[src/rtl/hazard_ctrl_if.sv]
// hazard_ctrl_if: pipeline-side signals of the hazard controller (inputs from ID/EX, stall/flush controls and event counters).
interface hazard_ctrl_if;
    logic [31:0] instr_id_i;
    logic [4:0]  ex_rd_i;
    logic        ex_is_load_i;
    logic        br_taken_ex_i;
    logic        clr_cnt_i;
    logic        stall_pc_o;
    logic        stall_if_id_o;
    logic        flush_if_id_o;
    logic        flush_id_ex_o;
    logic [15:0] stall_cnt_o;
    logic [15:0] flush_cnt_o;
    modport master (
        output instr_id_i, ex_rd_i, ex_is_load_i, br_taken_ex_i, clr_cnt_i,
        input  stall_pc_o, stall_if_id_o, flush_if_id_o, flush_id_ex_o, stall_cnt_o, flush_cnt_o
    );
    modport slave (
        input  instr_id_i, ex_rd_i, ex_is_load_i, br_taken_ex_i, clr_cnt_i,
        output stall_pc_o, stall_if_id_o, flush_if_id_o, flush_id_ex_o, stall_cnt_o, flush_cnt_o
    );
endinterface

[src/rtl/hazard_ctrl.sv]
// hazard_ctrl: load-use stall / redirect flush control for a 5-stage RISC-V pipeline,
// with saturating stall and flush event counters.
module hazard_ctrl #(
    parameter int unsigned LOAD_STALLS = 1
) (
    input logic         clk_i,
    input logic         rst_ni,
    hazard_ctrl_if.slave bus
);
    typedef enum logic {RUN, STALL} state_t;
    state_t state, state_n;
    logic [2:0] cnt, cnt_n;
    logic [4:0] op, rs1, rs2;
    logic use1, use2, hz, stall, flush_if, flush_ex;
    logic [15:0] stall_cnt, flush_cnt;
    logic unused;
    assign op = bus.instr_id_i[6:2];
    assign rs1 = bus.instr_id_i[19:15];
    assign rs2 = bus.instr_id_i[24:20];
    assign unused = ^{bus.instr_id_i[31:25], bus.instr_id_i[14:7], bus.instr_id_i[1:0]};
    assign use2 = op inside {5'b11000, 5'b01000, 5'b01100};
    assign use1 = use2 || (op inside {5'b11001, 5'b00000, 5'b00100});
    assign hz = bus.ex_is_load_i && (bus.ex_rd_i != 5'd0) &&
                ((use1 && bus.ex_rd_i == rs1) || (use2 && bus.ex_rd_i == rs2));
    always_comb begin
        state_n = state;
        cnt_n = cnt;
        stall = 1'b0;
        flush_if = 1'b0;
        flush_ex = 1'b0;
        if (bus.br_taken_ex_i) begin
            flush_if = 1'b1;
            flush_ex = 1'b1;
            state_n = RUN;
            cnt_n = 3'd0;
        end else if (state == STALL) begin
            stall = 1'b1;
            flush_ex = 1'b1;
            cnt_n = cnt - 3'd1;
            state_n = (cnt == 3'd1) ? RUN : STALL;
        end else if (hz) begin
            stall = 1'b1;
            flush_ex = 1'b1;
            state_n = (LOAD_STALLS > 1) ? STALL : RUN;
            cnt_n = (LOAD_STALLS > 1) ? 3'(LOAD_STALLS - 1) : 3'd0;
        end
    end
    // Outputs are gated by reset so they drop immediately, not at the next edge.
    assign bus.stall_pc_o    = rst_ni & stall;
    assign bus.stall_if_id_o = rst_ni & stall;
    assign bus.flush_if_id_o = rst_ni & flush_if;
    assign bus.flush_id_ex_o = rst_ni & flush_ex;
    assign bus.stall_cnt_o   = stall_cnt;
    assign bus.flush_cnt_o   = flush_cnt;
    always_ff @(posedge clk_i or negedge rst_ni) begin
        if (!rst_ni) begin
            state <= RUN;
            cnt <= 3'd0;
        end else begin
            state <= state_n;
            cnt <= cnt_n;
        end
    end
    always_ff @(posedge clk_i or negedge rst_ni) begin
        if (!rst_ni) begin
            stall_cnt <= 16'd0;
            flush_cnt <= 16'd0;
        end else if (bus.clr_cnt_i) begin
            stall_cnt <= 16'd0;
            flush_cnt <= 16'd0;
        end else begin
            stall_cnt <= (stall && stall_cnt != 16'hFFFF) ? stall_cnt + 16'd1 : stall_cnt;
            flush_cnt <= (bus.br_taken_ex_i && flush_cnt != 16'hFFFF) ? flush_cnt + 16'd1 : flush_cnt;
        end
    end
endmodule
[src/flat_wrapper.sv]
// flat-port wrapper written by rule: the top's interface ports become plain ports
module hazard_ctrl_flat 
#(
    parameter int unsigned LOAD_STALLS = 1
)
  (clk_i, rst_ni, bus_instr_id_i, bus_ex_rd_i, bus_ex_is_load_i, bus_br_taken_ex_i, bus_clr_cnt_i, bus_stall_pc_o, bus_stall_if_id_o, bus_flush_if_id_o, bus_flush_id_ex_o, bus_stall_cnt_o, bus_flush_cnt_o);
  hazard_ctrl_if bus_i ();
  input logic clk_i;
  input logic rst_ni;
  input wire logic [$bits(bus_i.instr_id_i)-1:0] bus_instr_id_i;
  input wire logic [$bits(bus_i.ex_rd_i)-1:0] bus_ex_rd_i;
  input wire logic [$bits(bus_i.ex_is_load_i)-1:0] bus_ex_is_load_i;
  input wire logic [$bits(bus_i.br_taken_ex_i)-1:0] bus_br_taken_ex_i;
  input wire logic [$bits(bus_i.clr_cnt_i)-1:0] bus_clr_cnt_i;
  output wire logic [$bits(bus_i.stall_pc_o)-1:0] bus_stall_pc_o;
  output wire logic [$bits(bus_i.stall_if_id_o)-1:0] bus_stall_if_id_o;
  output wire logic [$bits(bus_i.flush_if_id_o)-1:0] bus_flush_if_id_o;
  output wire logic [$bits(bus_i.flush_id_ex_o)-1:0] bus_flush_id_ex_o;
  output wire logic [$bits(bus_i.stall_cnt_o)-1:0] bus_stall_cnt_o;
  output wire logic [$bits(bus_i.flush_cnt_o)-1:0] bus_flush_cnt_o;
  assign bus_i.instr_id_i = bus_instr_id_i;
  assign bus_i.ex_rd_i = bus_ex_rd_i;
  assign bus_i.ex_is_load_i = bus_ex_is_load_i;
  assign bus_i.br_taken_ex_i = bus_br_taken_ex_i;
  assign bus_i.clr_cnt_i = bus_clr_cnt_i;
  assign bus_stall_pc_o = bus_i.stall_pc_o;
  assign bus_stall_if_id_o = bus_i.stall_if_id_o;
  assign bus_flush_if_id_o = bus_i.flush_if_id_o;
  assign bus_flush_id_ex_o = bus_i.flush_id_ex_o;
  assign bus_stall_cnt_o = bus_i.stall_cnt_o;
  assign bus_flush_cnt_o = bus_i.flush_cnt_o;
  hazard_ctrl #(.LOAD_STALLS(LOAD_STALLS)) u_core (.clk_i(clk_i), .rst_ni(rst_ni), .bus(bus_i));
endmodule
[config.mk]
export PLATFORM = sky130hd
export DESIGN_NAME = hazard_ctrl_flat
export DESIGN_NICKNAME = d
export VERILOG_FILES = /design/src/rtl/hazard_ctrl_if.sv /design/src/rtl/hazard_ctrl.sv /design/src/flat_wrapper.sv
export SDC_FILE = /design/constraint.sdc
export NUM_CORES = 1
export LEC_CHECK = 0
export CORE_MARGIN = 1.5
export CORE_UTILIZATION = 40
export DETAILED_ROUTE_END_ITERATION = 16
export PLACE_DENSITY = 0.79
export SYNTH_ARGS = -nofsm -noshare
export SYNTH_HDL_FRONTEND = slang
export SYNTH_SLANG_ARGS = --single-unit
[constraint.sdc]
create_clock -name clk_i -period 2.35 [get_ports clk_i]
set_clock_uncertainty 0.05 [all_clocks]
set_input_delay 0.47 -clock clk_i [delete_from_list [all_inputs] [get_ports clk_i]]
set_output_delay 0.47 -clock clk_i [all_outputs]
set_load 0.05 [all_outputs]
After elaboration in Yosys (flattened, before gate mapping)
Index checks and enable logic that the tools add are counted.
{"block": "classes", "muxes": 15, "n_reduce_logical": 15, "add_sub_neg": 3, "bitwise": 3, "n_eq_ne": 10}
{"cell": "2-to-1 mux 16 bit", "count": 4}
{"cell": "adder 16 x 1 -> 16 bit, second input constant", "count": 2}
{"cell": "!= test 16 bit, second input constant", "count": 2}
{"cell": "equality test 5 x 4 -> 1 bit, second input constant", "count": 2}
{"cell": "equality test 5 bit", "count": 2}
{"cell": "equality test 5 bit, second input constant", "count": 2}
{"cell": "2-to-1 mux 3 bit", "count": 3}
{"cell": "nonzero test 3 bit", "count": 3}
{"cell": "2-to-1 mux 1 bit", "count": 8}
{"cell": "logical AND 1 bit", "count": 6}
{"cell": "equality test 5 x 3 -> 1 bit, second input constant", "count": 1}
{"cell": "logical NOT 5 bit", "count": 1}
{"cell": "nonzero test 5 bit", "count": 1}
{"cell": "nonzero test 2 bit", "count": 2}
{"cell": "AND 1 bit", "count": 3}
{"cell": "equality test 3 x 1 -> 1 bit, second input constant", "count": 1}
{"cell": "subtractor 3 x 1 -> 3 bit, second input constant", "count": 1}
{"cell": "logical OR 1 bit", "count": 2}
{"block": "totals", "ff_bits": 36, "inputBits": 42}

Logic depth before layout (Yosys ltp)
Gate-level depths: netlist of run 1.
{"block": "logic_depth", "depth_word": 12, "mapped_depth": 8, "ltp_nobuf": 7}

Worst setup path after synthesis of run 1
Ideal clock, no wire load.
{"block": "synth_path", "path_type": "input to output", "start": "input port bus_ex_rd_i[3]", "end": "output port bus_flush_id_ex_o", "t_required_ns": 1.830, "stages": 7, "t_arrival_ns": 2.562, "setup_slack_ns": -0.732, "n_path_buf": 2, "cell_sequence": "or4_1 -> nor2_1 -> a2111oi_2 -> a21oi_1 -> buf_2 -> buf_2 -> a21boi_0"}
{"block": "synth_between", "elab_chain_len": 8}
{"item": "start: declaration", "line_no": "flat_wrapper.sv:11", "rtl": "input wire logic [$bits(bus_i.ex_rd_i)-1:0] bus_ex_rd_i;"}
{"item": "equality test 5 bit", "line_no": "hazard_ctrl.sv:24", "rtl": "((use1 && bus.ex_rd_i == rs1) || (use2 && bus.ex_rd_i == rs2));"}
{"item": "logical AND 1 bit", "line_no": "hazard_ctrl.sv:24"}
{"item": "logical OR 1 bit", "line_no": "hazard_ctrl.sv:24"}
{"item": "logical AND 1 bit *", "line_no": "hazard_ctrl.sv:23", "rtl": "assign hz = bus.ex_is_load_i && (bus.ex_rd_i != 5'd0) &&"}
{"item": "2-to-1 mux 1 bit *", "line_no": "hazard_ctrl.sv:41", "rtl": "end else if (hz) begin"}
{"item": "2-to-1 mux 1 bit *", "line_no": "hazard_ctrl.sv:36", "rtl": "end else if (state == STALL) begin"}
{"item": "2-to-1 mux 1 bit *", "line_no": "hazard_ctrl.sv:31", "rtl": "if (bus.br_taken_ex_i) begin"}
{"item": "AND 1 bit *", "line_no": "hazard_ctrl.sv:52", "rtl": "assign bus.flush_id_ex_o = rst_ni & flush_ex;"}
{"item": "end: declaration", "line_no": "flat_wrapper.sv:18", "rtl": "output wire logic [$bits(bus_i.flush_id_ex_o)-1:0] bus_flush_id_ex_o;"}
Mark *: on every way between the ends. The rest lies on a longest branch, timed or not.

Final worst setup path of run 1
{"block": "layout_path", "start": "input port bus_ex_rd_i[3]", "end": "output port bus_stall_pc_o"}
{"block": "layout_between", "elab_chain_len": 8}
{"item": "equality test 5 bit", "line_no": "hazard_ctrl.sv:24"}
{"item": "logical AND 1 bit", "line_no": "hazard_ctrl.sv:24"}
{"item": "logical OR 1 bit", "line_no": "hazard_ctrl.sv:24"}
{"item": "logical AND 1 bit *", "line_no": "hazard_ctrl.sv:23"}
{"item": "2-to-1 mux 1 bit *", "line_no": "hazard_ctrl.sv:41"}
{"item": "2-to-1 mux 1 bit *", "line_no": "hazard_ctrl.sv:36"}
{"item": "2-to-1 mux 1 bit *", "line_no": "hazard_ctrl.sv:31"}
{"item": "AND 1 bit *", "line_no": "hazard_ctrl.sv:49", "rtl": "assign bus.stall_pc_o = rst_ni & stall;"}
{"item": "end: declaration", "line_no": "flat_wrapper.sv:15", "rtl": "output wire logic [$bits(bus_i.stall_pc_o)-1:0] bus_stall_pc_o;"}
Marks and branches as above.

==> key figures, run 1 <==
Run status
  – Status: complete, but fails checks
  – Failing checks: negative setup slack

Placement
  – Post-DP HPWL: 4150 um
  – DP Area: 2960 um^2
  – Number of port buffers: 60
  – Cells after DPL: 370
  – GPL Wtd Cong: 0.856

Route
  – DRT iter0 DRCs: 320
  – Mean routed wirelength per cell: 15.3 um
  – Drt via density: 5.63
  – Antenna-violating nets left: 0
  – WL met3: 410 um
  – Vias after detailed routing: 2,150
  – Final wirelength: 5850 um
  – Top layer in use: met4
  – Drt first pass iters: 5
  – Wire length on met1: 2460 um
  – DRC: 0
  – Met2 WL: 2880 um

Setup path
  – FF-to-FF End: u_core.bus.stall_cnt_o[15]$_DFFE_PN0P_
  – Max incr delay on CP: 0.53 ns
  – Nature of the critical path startpoint: input pin
  – Slowest-stage cell, CP: or4_4
  – WP data required: 1.83 ns
  – Crit Path Max Fanout: 2
  – FF-to-FF Start: u_core.bus.stall_cnt_o[0]$_DFFE_PN0P_
  – Setup Crit Path Kind: in -> out
  – Reg2reg setup slack: 0.07 ns
  – Crit-path cells: buf_6, or4_4, nor2_4, a2111oi_4, a21o_1, and3_4, buf_12
  – CP Capture Type: output port
  – Data arrival, critical path: 1.83 ns
  – R2R cell count: 7

CTS
  – CTS tree: done
  – Clock-pin slew on the worst setup and hold paths: 0.07 ns
  – TritonCTS Buffers: 5
  – Longest Clk Path Bufs: 2
  – Root Buffer Master: clkbuf_8
  – Clock latency on the worst-skew pair: 0.29 ns
  – H-tree depth: 2
  – Clk sinks: 36

Pwr
  – Switching power: 0.330 mW
  – LEAKAGE: 1.30 nW
  – Flop pwr share: 46.6%
  – Pint: 1.02 mW
  – Clk pwr share: 40.6%
  – PD cells: 427 nW/um^2
  – Part of the power in combinational logic: 12.8%
  – Net Sw Frac: 24.5%
  – Worst VDD drop: 0.291 mV

Timing
  – Max-Slew Margin vs Limit: 65.5%
  – Fin. Hold Viols: 0
  – Final worst slack: -0.000701 ns
  – Slew Viols, Final: 0
  – Part of the cycle the worst path needs: 100%
  – Worst-margin pin slew: 0.515 ns
  – Setup violators final: 2
  – Final min period: 2.35 ns
  – Max Freq: 425 MHz
  – RSZ-0062 raised after global routing: true

Cells and area
  – Post-route cell area: 3150 um^2
  – Nets: 357
  – Multi-input gate area: 1230 um^2
  – Fillers: 451
  – Share of layout cells above drive strength 1: 20.2%
  – Synthesis-to-layout area growth: 49.3%
  – Finished Layout Cells: 382
  – Most frequent cells in the layout: 34 x clkdlybuf4s50_1, 34 x dfrtp_1, 26 x nor2_1
  – Finished Core Util: 61.8%
  – FF+latch area: 903 um^2
  – N_diodes: 0

Die
  – IO Count: 78
  – Die W: 75.7 um
  – Core Region: 5110 um^2
  – Rows: 26
  – Die H: 75.7 um
  – Die area: 5730 um^2
  – Starting density of the core: 41.4%

Synthesis
  – Post-Synthesis Cells: 230
  – Sequential share of the synthesized area: 42.7%
  – Cell Area, Synth: 2110 um^2
  – Post-synth cell types: 45
  – Number of synthesis warnings: 0
  – Post-synth EDFFs: 0
  – Syn Nets: 276
  – Async SR Flop Fraction: 100%
  – Mean area per synthesized cell: 9.18 um^2
  – Top FF cell, synth: dfrtp_1
  – Flops & latches, synth: 36

GRT
  – Vias in the first global route: 1,977
  – Antenna violations before repair: 0
  – Largest net degree at the start of global routing: 27
  – First-pass GRT wire length: 9030 um
  – Tot GR Track Use: 20.8%
  – GRT overflow: 0

Worst hold path
  – Hold Path Origin: u_core.cnt[1]$_DFFE_PN0P_
  – Hold Crit Class: reg -> reg
  – Worst Hold End: u_core.cnt[1]$_DFFE_PN0P_
  – Min-Delay Path Depth: 2

Run
  – MaxCap Viol Count: 0
==> power groups by stage <==
stage / Combinational, mW / Clock (mW) / Sequential (mW)
5_1_grt: 0.185 / 0.583 / 0.627
6_report: 0.172 / 0.547 / 0.627
3_3_place_gp: 0.164 / 0 / 0.639
3_5_place_dp: 0.169 / 0 / 0.639
4_1_cts: 0.169 / 0.557 / 0.627
2_1_floorplan: 0.0552 / 0 / 0.651
==> area by class of cell <==
type | count | share of cell area [%]
multi-input combinational | 178 | 39.0
sequential | 36 | 28.6
timing repair buffer | 84 | 25.4
tap | 70 | 2.78
clock buffer | 5 | 2.18
clock inverter | 3 | 1.35
inverter | 6 | 0.714
==> worst max-delay path: cells and delay by family <==
family	cells	cell delay, ns
AND/OR/NAND/NOR	3	0.85
AO/OA/AOI/OAI	2	0.26
buffers and inverters	2	0.24
==> cells in the mapped netlist (2+ instances only) <==
cell type   n  area share, %
mux2i_1     2           0.95
o31ai_1     8            2.8
clkbuf_1    7            1.2
or4_1       9            3.2
xor2_1     14            5.8
nor4_1      3           0.89
o41ai_1     2           0.83
o21ai_1     3           0.71
o311ai_1    2           0.83
nor2b_1     3           0.89
or3_1       2           0.59
xnor2_1    12            5.0
nand3_1    14            3.3
ha_1        4            2.4
inv_1       6            1.1
a21oi_1    14            3.3
nor2_1     27            4.8
nor3_1      2           0.47
nand4_1    11            3.3
and2_1      4            1.2
buf_2       3           0.71
or2_2       2           0.59
nand2_1    16            2.8
and3_1      4            1.2
dfrtp_1    36             43
==> flip-flops by register name, indices dropped and copies added (netlist names) <==
| register | flops |
|---|---|
| u_core.cnt | 3 |
| u_core.state | 1 |
| u_core.bus.flush_cnt_o | 16 |
| u_core.bus.stall_cnt_o | 16 |
==> kinds of logic (layout without fill, tap and decap cells) <==
| kind of cell | Yosys count | after routing | share of synthesized area, % |
|---|---|---|---|
| xor gates and xnor gates | 26 | 26 | 10.8 |
| AOI/OAI and AO/OA | 38 | 38 | 12.1 |
| adders and majority gates | 4 | 4 | 2.37 |
| buffers and inverters | 17 | 98 | 3.38 |
| muxes | 4 | 4 | 2.01 |
| and+or+nand+nor | 105 | 106 | 26.7 |
| DFF | 36 | 36 | 42.7 |
==> per-stage QoR <==
step	power (mW)	hold WS (ns)	setup TNS (ns)	worst slack (ns)
floorplan	0.707	0.124	-0.0792	-0.0792
global placement	0.803	0.301	-4.61	-0.411
detailed placement	0.808	0.300	-5.75	-0.433
CTS	1.35	0.492	-0.00836	-0.00437
global route	1.40	0.534	-0.122	-0.0413
finish	1.35	0.489	-0.00109	-0.000701
==> metal layers <==
metal / vias up / GRT usage (%)
li1: 999 / -
met1: 1027 / 26.7
met2: 108 / 35.2
met3: 16 / 5.03
met4: 0 / 5.75
met5: - / 0
==> repair_timing <==
action / CTS / global route
resized for setup: 44 / 9
hold buffers: 1 / 0
setup buffers: 2 / 0
cloned: 0 / 1
pin swaps: 18 / 12
hold endpoints to repair: 7 / 0
endpoints found under the setup margin: 12 / 6
==> how the worst max path moves through the flow <==
stage,cells past startpoint,startpoint,endpoint,slack [ns]
finish,7,bus_ex_rd_i[3],bus_stall_pc_o,-0.0007
global route,7,bus_ex_rd_i[3],bus_stall_pc_o,-0.04
CTS,7,bus_ex_rd_i[4],bus_stall_pc_o,-0.004
detailed placement,8,bus_ex_rd_i[0],bus_flush_id_ex_o,-0.43
global placement,8,bus_ex_rd_i[0],bus_flush_id_ex_o,-0.41
floorplan,7,bus_ex_rd_i[0],bus_flush_id_ex_o,-0.08
No activity file was read; power rests on OpenSTA's default activity.
==> run 2: changes to the inputs <==
--- a/config.mk
+++ b/config.mk
@@ -5,7 +5,8 @@
 export SDC_FILE = /design/constraint.sdc
 export NUM_CORES = 1
 export LEC_CHECK = 0
-export CORE_MARGIN = 1.5
+export ABC_CLOCK_PERIOD_IN_PS = 2350
+export CORE_MARGIN = 2
 export CORE_UTILIZATION = 40
 export DETAILED_ROUTE_END_ITERATION = 16
 export PLACE_DENSITY = 0.79
==> run 2 against run 1 <==
  * The flow now finishes without violations
  * Fmax rose by 0.51%
  * Global-route usage fell by 1.9 points
  * Critical path depth stayed put
  * Critical path type unchanged
  * Largest cell class unchanged
  * Largest power group unchanged
  * Highest routed layer unchanged
==> key figures, run 2 (same netlist as run 1, synthesis figures left out) <==
Setup path
  – FF-to-FF End: u_core.bus.stall_cnt_o[11]$_DFFE_PN0P_
  – Critical path buffer and inverter count: 2
  – WP data required: 1.83 ns
  – FF-to-FF Start: u_core.bus.stall_cnt_o[0]$_DFFE_PN0P_
  – Reg2reg setup slack: 0.08 ns
  – Max incr delay on CP: 0.48 ns
  – CP Capture Type: output port
  – Crit Path Max Fanout: 2
  – Slowest-stage cell, CP: clkdlybuf4s50_1
  – Data arrival, critical path: 1.82 ns
  – R2R cell count: 7
  – Setup Crit Path Kind: in -> out
  – Crit-path cells: clkdlybuf4s50_1, nor2_1, o21ai_1, o22ai_2, a21o_1, and3_4, buf_12
  – Top Family by Delay on Critical Path: buffers and inverters
  – Nature of the critical path startpoint: input pin

CTS
  – TritonCTS Buffers: 5
  – Clock-pin slew on the worst setup and hold paths: 0.07 ns
  – H-tree depth: 2
  – Longest Clk Path Bufs: 2
  – Clk sinks: 36
  – Root Buffer Master: clkbuf_8
  – Post-CTS Hold Buffers: 0
  – CTS tree: done
  – Clock latency on the worst-skew pair: 0.29 ns

Worst hold path
  – Hold Crit Class: in -> async

Die
  – Core Region: 5110 um^2
  – Starting density of the core: 41.4%
  – Die area: 5880 um^2
  – IO Count: 78
  – Die W: 76.7 um
  – Die H: 76.7 um
  – Rows: 26

Cells and area
  – Commonest non-fill, non-tap cell in the layout: clkdlybuf4s50_1
  – N_diodes: 0
  – Nets: 358
  – Finished Core Util: 62.1%
  – Fillers: 449
  – Synthesis-to-layout area growth: 50.1%
  – Most frequent cells in the layout: 36 x clkdlybuf4s50_1, 34 x dfrtp_1, 26 x nor2_1
  – Share of layout cells above drive strength 1: 21.7%

GRT
  – GRT overflow: 0
  – Antenna violations before repair: 0
  – Tot GR Track Use: 18.9%
  – Largest net degree at the start of global routing: 27
  – First-pass GRT wire length: 9050 um
  – Vias in the first global route: 1,923

Pwr
  – LEAKAGE: 1.29 nW
  – Flop pwr share: 46.6%
  – Clk pwr share: 40.9%
  – PD cells: 425 nW/um^2
  – Pint: 1.02 mW
  – Total power: 1.35 mW
  – Switching power: 0.331 mW
  – Worst VDD drop: 0.285 mV
  – Part of the power in combinational logic: 12.6%
  – Net Sw Frac: 24.6%

Route
  – Antenna-violating nets left: 0
  – Final wirelength: 5720 um
  – Drt via density: 5.52
  – Vias after detailed routing: 2,113
  – DRC: 0
  – DRT iter0 DRCs: 264
  – Drt first pass iters: 5
  – Mean routed wirelength per cell: 14.9 um

Timing
  – Fin. Hold Viols: 0
  – Max Freq: 428 MHz
  – Slew Viols, Final: 0
  – RSZ-0062 raised after global routing: true
  – Max-Slew Margin vs Limit: 64.4%
  – Part of the cycle the worst path needs: 99.5%
  – Worst-margin pin slew: 0.529 ns
  – Setup violators final: 0
  – Final min period: 2.34 ns

Run status
  – Status: complete, no violations

Run
  – MaxCap Viol Count: 0

Placement
  – Number of port buffers: 60
  – GPL Wtd Cong: 0.807
  – Post-DP HPWL: 3960 um
[run 2: area by class of cell]
cell class / count / area [um^2] / share of cell area [%]
clock buffer: 5 / 68.8 / 2.17
clock inverter: 3 / 42.5 / 1.34
inverter: 6 / 22.5 / 0.711
multi-input combinational: 178 / 1240 / 39.0
sequential: 36 / 903 / 28.5
tap: 70 / 87.6 / 2.76
timing repair buffer: 85 / 807 / 25.5
[run 2: per-stage QoR]
stage | area, um^2 | setup TNS, ns | std cells | hold WS (ns) | setup WS [ns]
floorplan | 2130 | -0.0792 | 230 | 0.124 | -0.0792
finish | 3170 | 0 | 383 | 0.176 | 0.0112
CTS | 3090 | 0 | 378 | 0.178 | 0.00205
detailed placement | 2950 | -5.71 | 369 | 0.463 | -0.444
global route | 3170 | -0.0494 | 383 | 0.203 | -0.0249
global placement | 2950 | -4.76 | 369 | 0.453 | -0.408
[run 2: power groups by stage]
stage	sequential [mW]	clock, mW	combinational (mW)
detailed placement	0.639	0	0.167
finish	0.627	0.550	0.169
global route	0.627	0.577	0.181
floorplan	0.651	0	0.0552
CTS	0.627	0.557	0.165
global placement	0.639	0	0.162
[run 2: layer usage]
metal | part of all wire (%) | wire length (um) | GRT usage [%] | vias up
met2 | 49 | 2790 | 32.4 | 109
met1 | 43 | 2480 | 24.6 | 992
met3 | 6.5 | 369 | 3.18 | 16
li1 | - | - | - | 996
met4 | 1.5 | 84 | 5.64 | 0
met5 | 0 | 0 | 0 | -
[run 2: worst max path at each step]
| stage | end | from | depth (start not counted) |
|---|---|---|---|
| finish | bus_stall_if_id_o | bus_instr_id_i[2] | 7 |
| global route | bus_stall_pc_o | bus_instr_id_i[3] | 5 |
| CTS | bus_stall_if_id_o | bus_ex_rd_i[3] | 7 |
| detailed placement | bus_flush_id_ex_o | bus_ex_rd_i[0] | 8 |
| global placement | bus_flush_id_ex_o | bus_ex_rd_i[0] | 8 |
| floorplan | bus_flush_id_ex_o | bus_ex_rd_i[0] | 7 |
[run 2: repair_timing]
action,4_1_cts,5_1_grt
pin swaps,18,6
endpoints found under the hold margin,0,0
cloned,0,1
gates resized for setup,44,8
setup buffers,2,4
endpoints found under the setup margin,12,6
[run 2: worst reg2reg max path, cell delays in order, from the launching register on]
cell and delay [ns]:
dfrtp_2 0.44, ha_4 0.18, and4_4 0.21, nand2_1 0.06, nor4_1 0.06, or4_4 0.56
or4_1 0.48, a21oi_1 0.15
